**src/rtl/arith_pkg.sv**
```systemverilog
// Shared arithmetic definitions: FSM state encoding and a constant log2 helper
// used to size iteration counters.
package arith_pkg;

    localparam logic ST_IDLE = 1'b0;
    localparam logic ST_WORK = 1'b1;

    typedef enum logic {
        StIdle = ST_IDLE,
        StWork = ST_WORK
    } state_e;

    function automatic int unsigned clog2(input int unsigned v);
        int unsigned r;
        r = 0;
        while ((64'd1 << r) < 64'(v)) begin
            r++;
        end
        return r;
    endfunction

endpackage

```
**src/rtl/cond_neg.sv**
```systemverilog
// Conditional two's complement negation: y = neg ? -x : x, purely combinational.
module cond_neg #(
    parameter int unsigned W = 8
) (
    input  logic         neg_i,
    input  logic [W-1:0] x_i,
    output logic [W-1:0] y_o
);

    assign y_o = neg_i ? (~x_i + W'(1)) : x_i;

endmodule

```
**src/rtl/mul_seq_param.sv**
```systemverilog
// Sequential shift-add multiplier, one multiplier bit per clock, with per-operation
// signed mode, optional early termination and a one-cycle done pulse.
module mul_seq_param
    import arith_pkg::*;
#(
    parameter int unsigned WIDTH      = 8,
    parameter int unsigned EARLY_TERM = 0
) (
    input  logic               clk_i,
    input  logic               rst_i,
    input  logic [WIDTH-1:0]   a_bi,
    input  logic [WIDTH-1:0]   b_bi,
    input  logic               signed_i,
    input  logic               start_i,
    output logic               busy_o,
    output logic               done_o,
    output logic [2*WIDTH-1:0] y_bo
);

    localparam int unsigned CW = clog2(WIDTH);
    localparam int unsigned PW = 2 * WIDTH;

    state_e          state_q, state_d;
    logic            busy_q, busy_d;
    logic            done_q, done_d;
    logic            neg_q, neg_d;
    logic [WIDTH-1:0] mb_q, mb_d;
    logic [PW-1:0]   ma_sh_q, ma_sh_d;
    logic [PW-1:0]   acc_q, acc_d;
    logic [PW-1:0]   y_q, y_d;
    logic [CW-1:0]   cnt_q, cnt_d;

    logic [WIDTH-1:0] a_mag, b_mag, mb_next;
    logic [PW-1:0]    acc_sum, y_fix;
    logic             last_iter, a_neg, b_neg;

    assign a_neg = signed_i & a_bi[WIDTH-1];
    assign b_neg = signed_i & b_bi[WIDTH-1];

    cond_neg #(.W(WIDTH)) u_mag_a (
        .neg_i (a_neg),
        .x_i   (a_bi),
        .y_o   (a_mag)
    );

    cond_neg #(.W(WIDTH)) u_mag_b (
        .neg_i (b_neg),
        .x_i   (b_bi),
        .y_o   (b_mag)
    );

    cond_neg #(.W(PW)) u_fix_y (
        .neg_i (neg_q),
        .x_i   (acc_sum),
        .y_o   (y_fix)
    );

    assign acc_sum   = acc_q + (mb_q[0] ? ma_sh_q : '0);
    assign mb_next   = mb_q >> 1;
    assign last_iter = (cnt_q == CW'(WIDTH - 1)) || ((EARLY_TERM != 0) && (mb_next == '0));

    always_comb begin
        state_d = state_q;
        busy_d  = busy_q;
        done_d  = 1'b0;
        neg_d   = neg_q;
        mb_d    = mb_q;
        ma_sh_d = ma_sh_q;
        acc_d   = acc_q;
        y_d     = y_q;
        cnt_d   = cnt_q;
        case (state_q)
            StIdle: begin
                if (start_i) begin
                    state_d = StWork;
                    busy_d  = 1'b1;
                    ma_sh_d = {{WIDTH{1'b0}}, a_mag};
                    mb_d    = b_mag;
                    // A zero operand never yields a negated result.
                    neg_d   = (a_neg ^ b_neg) & (|a_bi) & (|b_bi);
                    acc_d   = '0;
                    cnt_d   = '0;
                end
            end
            StWork: begin
                acc_d   = acc_sum;
                mb_d    = mb_next;
                ma_sh_d = ma_sh_q << 1;
                cnt_d   = cnt_q + CW'(1);
                if (last_iter) begin
                    state_d = StIdle;
                    busy_d  = 1'b0;
                    done_d  = 1'b1;
                    y_d     = y_fix;
                end
            end
            default: begin
                state_d = StIdle;
                busy_d  = 1'b0;
            end
        endcase
    end

    always_ff @(posedge clk_i) begin
        if (rst_i) begin
            state_q <= StIdle;
            busy_q  <= 1'b0;
            done_q  <= 1'b0;
            neg_q   <= 1'b0;
            mb_q    <= '0;
            ma_sh_q <= '0;
            acc_q   <= '0;
            y_q     <= '0;
            cnt_q   <= '0;
        end else begin
            state_q <= state_d;
            busy_q  <= busy_d;
            done_q  <= done_d;
            neg_q   <= neg_d;
            mb_q    <= mb_d;
            ma_sh_q <= ma_sh_d;
            acc_q   <= acc_d;
            y_q     <= y_d;
            cnt_q   <= cnt_d;
        end
    end

    assign busy_o = busy_q;
    assign done_o = done_q;
    assign y_bo   = y_q;

endmodule

```
**config.mk**
```make
export PLATFORM = sky130hd
export DESIGN_NAME = mul_seq_param
export DESIGN_NICKNAME = d
export VERILOG_FILES = /design/src/rtl/arith_pkg.sv /design/src/rtl/cond_neg.sv /design/src/rtl/mul_seq_param.sv
export SDC_FILE = /design/constraint.sdc
export NUM_CORES = 1
export LEC_CHECK = 0
export ABC_AREA = 1
export BUFFER_PORTS_ARGS = -buffer_cell sky130_fd_sc_hd__buf_2
export CORE_MARGIN = 4
export CORE_UTILIZATION = 60
export DETAILED_ROUTE_END_ITERATION = 16
export HOLD_SLACK_MARGIN = 0.05
export PLACE_DENSITY = 0.85
export SLEW_MARGIN = 20
export SYNTH_ARGS = -nofsm -noshare
export SYNTH_HDL_FRONTEND = slang
export SYNTH_SLANG_ARGS = --single-unit
```
**constraint.sdc**
```tcl
create_clock -name clk_i -period 3.27 [get_ports clk_i]
set_clock_uncertainty 0.05 [all_clocks]
set_input_delay 0.1635 -clock clk_i [delete_from_list [all_inputs] [get_ports clk_i]]
set_output_delay 0.1635 -clock clk_i [all_outputs]
set_load 0.01 [all_outputs]
```
# Yosys cells after proc, flatten, opt, wreduce, memory -nomap -nowiden
# Cells that the tools add are included.
# W data, S select, Z words.
# op_classes
n_addsub,5
mul,0
div,0
order_cmp,0
n_eq_ne,3
shifts,0
mux,19
bitwise,9
n_reduce_logical,6
# op_table
op,count
$mux W16,4
$pmux W16 S2,2
$mux W8,3
$add A16 B1 Y16 const B,1
$add A16 B16 Y16,1
$add A8 B1 Y8 const B,2
$not A16 Y16,1
$not A8 Y8,2
$pmux W8 S2,1
$reduce_or A8 Y1,2
$pmux W3 S2,1
$reduce_and A2 Y1,3
$mux W1,5
$and A1 B1 Y1,4
$pmux W1 S2,2
$add A3 B1 Y3 const B,1
$eq A3 B3 Y1 const B,1
$mux W3,1
$ne A2 B1 Y1 const B,1
$ne A2 B2 Y1 const B,1
$reduce_or A2 Y1,1
$not A1 Y1,1
$xor A1 B1 Y1,1
# totals
reg_bits,63
latchBits,0
ram_bits,0
mem_bits_ro,0
input_bits,20
out_inout_bits,18
word_cells,51
mem_count,0

# Depth between registers and ports, before layout
# logic_depth
depth_word,5
ltp_mapped,21
mapped_depth_nobuf,19

# Cells and area by module
# A second synthesis with hierarchy kept.
# hier_totals
hier_cells,697
area_unflattened_um2,4335.4
# by_module_without_submodules
mod,n_inst,cells_each,area_per_inst_um2,seq_area_each_um2
mul_seq_param,1,525,3469.6,1261.2
cond_neg at u_fix_y,1,94,475.5,0.0
cond_neg at u_mag_a ...,2,39,195.2,0.0

# Worst setup path before layout
# OpenSTA, ideal clock, no wires.
# synth_timing
kind,register -> register
from,register mb_q[0]
to,"register y_q[14], in the netlist y_bo[14]"
setup_ns,0.113
arrival_time_ns,2.554
required_time_ns,3.107
setup_slack_ns,0.552
path_stages_with_launch,20
path_buffers,2
period_less_slack_ns,2.718
cell_sequence,dfxtp_1 > clkbuf_1 > clkbuf_1 > nand2_1 > inv_1 > ha_1 > fa_1 > inv_1 > ha_1 > inv_1 > nor2_4 > nand3_2 > nor2_2 > nand3_1 > clkinv_1 > nand2_1 > nand2_2 > nand4_1 > nand3_1 > nand2_1
# synth_via
elab_chain_len,5
# synth_lines
item,line_no,text
from (decl),mul_seq_param.sv:27,"logic [WIDTH-1:0] mb_q, mb_d;"
from (signal assigned),mul_seq_param.sv:120,mb_q <= mb_d;
$mux W16 (*),mul_seq_param.sv:58,assign acc_sum = acc_q + (mb_q[0] ? ma_sh_q : '0);
$add A16 B16 Y16 (*),mul_seq_param.sv:58,
$not A16 Y16,cond_neg.sv:10,assign y_o = neg_i ? (~x_i + W'(1)) : x_i;
$add A16 B1 Y16,cond_neg.sv:10,
$mux W16 (*),cond_neg.sv:10,
to (signal assigned),mul_seq_param.sv:123,y_q <= y_d;
to (decl),mul_seq_param.sv:30,"logic [PW-1:0] y_q, y_d;"
# Every way passes the cells marked *; elsewhere a longest branch is shown, timed or not.
# A chain may end at the register's enable or synchronous reset.

# Worst setup path in the final report
# Same ends and word-level chain as after synthesis.

==> qor.yml <==
timing:
  tightest_slew_ps: 832
  fin_hold_ws_ps: 87.7
  max_clock_freq_ghz: 0.369
  tns_ps: 0
  setup_ws_ps: 563
  rsz0062_at_grt: "false"
  layout_min_cycle_time_ps: 2710
  hold_violations: 0
  final-setup-viol-count: 0
  slew_headroom: 0.445
  finalCritPeriodShare: 0.828
  drv_slew: 0
yosys:
  yosys_warnings: 0
  synth-async-reset-ratio: 0
  synthSimpleGateAreaFrac: 0.398
  synth_top_family_by_area: "simple AND/OR/NAND/NOR gates"
  muxShareOfSynthArea: 0
  netlist.area_leader.share: 0.308
  synth_seq_area_share: 0.308
  netlist_instances: 667
  yosysUniqueCellTypes: 31
  synth.net_count: 708
  synth_area_per_cell_um2: 6.13
  synth_xor_area_frac: 0.00856
  synth_compound_area_frac: 0.119
  synth_area_mm2: 0.00409
  synth-edff-count: 0
  synth.area.top_cells: "dfxtp_1 31%, nand2_1 23%, inv_1 7.8%"
  synth_top_flop_cell: "dfxtp_1"
  ys_ff_latch: 63
  synth_top_area_cell: "dfxtp_1"
  synthAdderAreaFrac: 0.0661
pwr:
  pwr-share-comb: 0.093
  power_frac_clock: 0.422
  pwr-share-seq: 0.485
  pwr_density_cell_mw_per_mm2: 366
  total_power_mw: 1.66
  p_sw_frac: 0.280
  leakagePower_nw: 2.39
  ir_drop_mv: 0.251
  p_switching_uw: 466
  power.internal_mw: 1.20
route:
  ant_nets: 0
  drtPass1Iterations: 5
  viasPerCell: 5.34
  wl_um: 9690
  dr.first_iter.drc_count: 216
  drc_errors: 0
  vias: 4168
  wl_per_cell_um: 12.4
placement:
  portBuffers: 37
  place_congestion: 0.873
  place_area_mm2: 0.00432
  placed_cells: 763
  dp_hpwl_um: 7350
  place_ws_ps: 403
floorplanning:
  core_area_mm2: 0.00649
  row_count: 29
  ioPinCount: 38
  fp.dieW_um: 90.6
  dieArea_mm2: 0.00820
  start_util: 0.630
  die_h_um: 90.6
worst_setup_path:
  crit_family: "simple AND/OR/NAND/NOR gates"
  crit_slowest_cell: "dfxtp_2"
  path_class: "reg -> reg"
  cp_slowest_stage_delay_ps: 520
  cp-start-kind: "register"
  cp_num_buf_inv: 4
  path_max_fanout: 17
  crit_path_end_kind: "register"
  required_ps: 3510
  crit_chain: "nand2_1, inv_1, ha_1, fa_1, inv_1, ha_1, inv_1, nor2_4, nand3_2, nor2_2, nand3_1, clkinv_1, nand2_1, nand2_2, nand3_1, nand2_1, nand3_1, nand2_1"
  arrival_ps: 2950
  path_common_cell: "nand2_1"
clock_network:
  cts_buffers: 9
  cts.sinks: 63
  clkSlewWorstSetupHoldPaths_ps: 80
  cts_root_buf: "clkbuf_8"
  htreeDepth: 3
  cts_buffer_depth: 2
  insertion_delay_ps: 350
  cts_setup_buffers: 0
  cts_tree: "done"
final_layout:
  fin_area_mm2: 0.00454
  drive_gt1_frac: 0.119
  stdcell_count: 781
  finish.utilization: 0.700
  nets: 740
  area_growth_pct: 11.1
  antenna_cells: 0
grt:
  antenna_found_initial: 0
  grt_use_total: 0.240
  grt_pass1_wl_um: 16500
  grt_pass1_vias: 3783
  grt_max_degree: 46
  grt_overflow: 0
flow_run:
  maxCapViolCount: 0
status:
  outcome: "finished, final reports clean"
hold_path:
  min_path_type: "in -> reg"
-- flip-flops by register name, summed over array words and instances, names as in the netlist --
| name | count |
|---|---|
| cnt_q | 3 |
| busy_o | 1 |
| state_q | 1 |
| done_o | 1 |
| ma_sh_q | 16 |
| mb_q | 8 |
| neg_q | 1 |
| acc_q | 16 |
| y_bo | 16 |
-- placed cells by master, fill, tap and decap left out, types with 2 or more instances in the layout --
cell type / netlist / final
buf_4: 0 / 3
nand3_1: 50 / 50
dlygate4sd3_1: 0 / 2
o21ai_1: 6 / 6
nand2_1: 252 / 252
clkbuf_8: 0 / 9
nand2_2: 13 / 13
buf_2: 2 / 37
o21ai_0: 18 / 18
dfxtp_1: 63 / 62
nand3_2: 2 / 2
nor2_4: 3 / 3
and2_1: 3 / 3
a21oi_1: 49 / 49
inv_2: 2 / 2
nand4_1: 5 / 5
a31oi_1: 14 / 14
nand3b_1: 7 / 7
nor3_1: 6 / 6
inv_1: 85 / 85
inv_6: 0 / 2
xor2_1: 3 / 3
o211ai_1: 2 / 2
nor2_1: 33 / 31
ha_1: 20 / 20
nor2_2: 3 / 5
-- routing by layer --
| metal | routed length [µm] | share of wire | GRT usage |
|---|---|---|---|
| met4 | 198 | 0.020 | 0.106 |
| met5 | 0 | 0 | 0 |
| met2 | 4590 | 0.47 | 0.403 |
| met3 | 435 | 0.045 | 0.0375 |
| met1 | 4470 | 0.46 | 0.304 |
-- final cells by class --
| type | instances | area [µm²] |
|---|---|---|
| multi-input cells | 495 | 2420 |
| fillers | 572 | 1950 |
| flip-flops and latches | 63 | 1260 |
| inverters | 88 | 330 |
| repair buffers | 42 | 228 |
| clock buffers | 9 | 124 |
| well taps | 77 | 96.3 |
| clock inverters | 7 | 80.1 |
-- power groups by stage --
stage | clock network [mW] | logic [mW] | registers [mW]
after global placement | 0 | 0.146 | 0.822
after CTS | 0.717 | 0.153 | 0.806
after floorplan | 0 | 0.118 | 0.810
after detailed placement | 0 | 0.151 | 0.824
after global routing | 0.753 | 0.173 | 0.809
final | 0.703 | 0.154 | 0.807
-- cell usage after synthesis, types with 7 or more instances --
cell type,n
a21oi_1,49
a31oi_1,14
clkbuf_1,15
dfxtp_1,63
ha_1,20
inv_1,85
nand2_1,252
nand2_2,13
nand3_1,50
nand3b_1,7
nor2_1,33
o21ai_0,18
-- worst reg2reg max path, cell delays in order (launching register included) --
cell and delay [ps]:
dfxtp_2 520, nand2_1 100, inv_1 80, ha_1 200, fa_1 440, inv_1 110, ha_1 150, inv_1 70
nor2_4 110, nand3_2 80, nor2_2 110, nand3_1 120, clkinv_1 80, nand2_1 60, nand2_2 80, nand3_1 90
nand2_1 70, nand3_1 60, nand2_1 50
-- worst paths after layout --
kind	start	to	slack, ps	depth (start not counted)
max	mb_q[0]	y_bo[14]	560	18
max reg2reg	mb_q[0]	y_bo[14]	560	18
min reg2reg	y_bo[12]	y_bo[12]	400	2
min	b_bi[4]	mb_q[4]	90	4
-- cells by family after synthesis --
family,after synthesis
AOI/OAI and AO/OA,91
xor gates and xnor gates,4
buffers and inverters,109
and+or+nand+nor,379
DFF,63
adders and majority gates,21
-- repair_timing --
item	4_1_cts	5_1_grt
gates resized for setup	0	1
endpoints found under the hold margin	2	0
hold buffers	2	0
endpoints found under the setup margin	0	1
(Power assumes the default switching activity.)
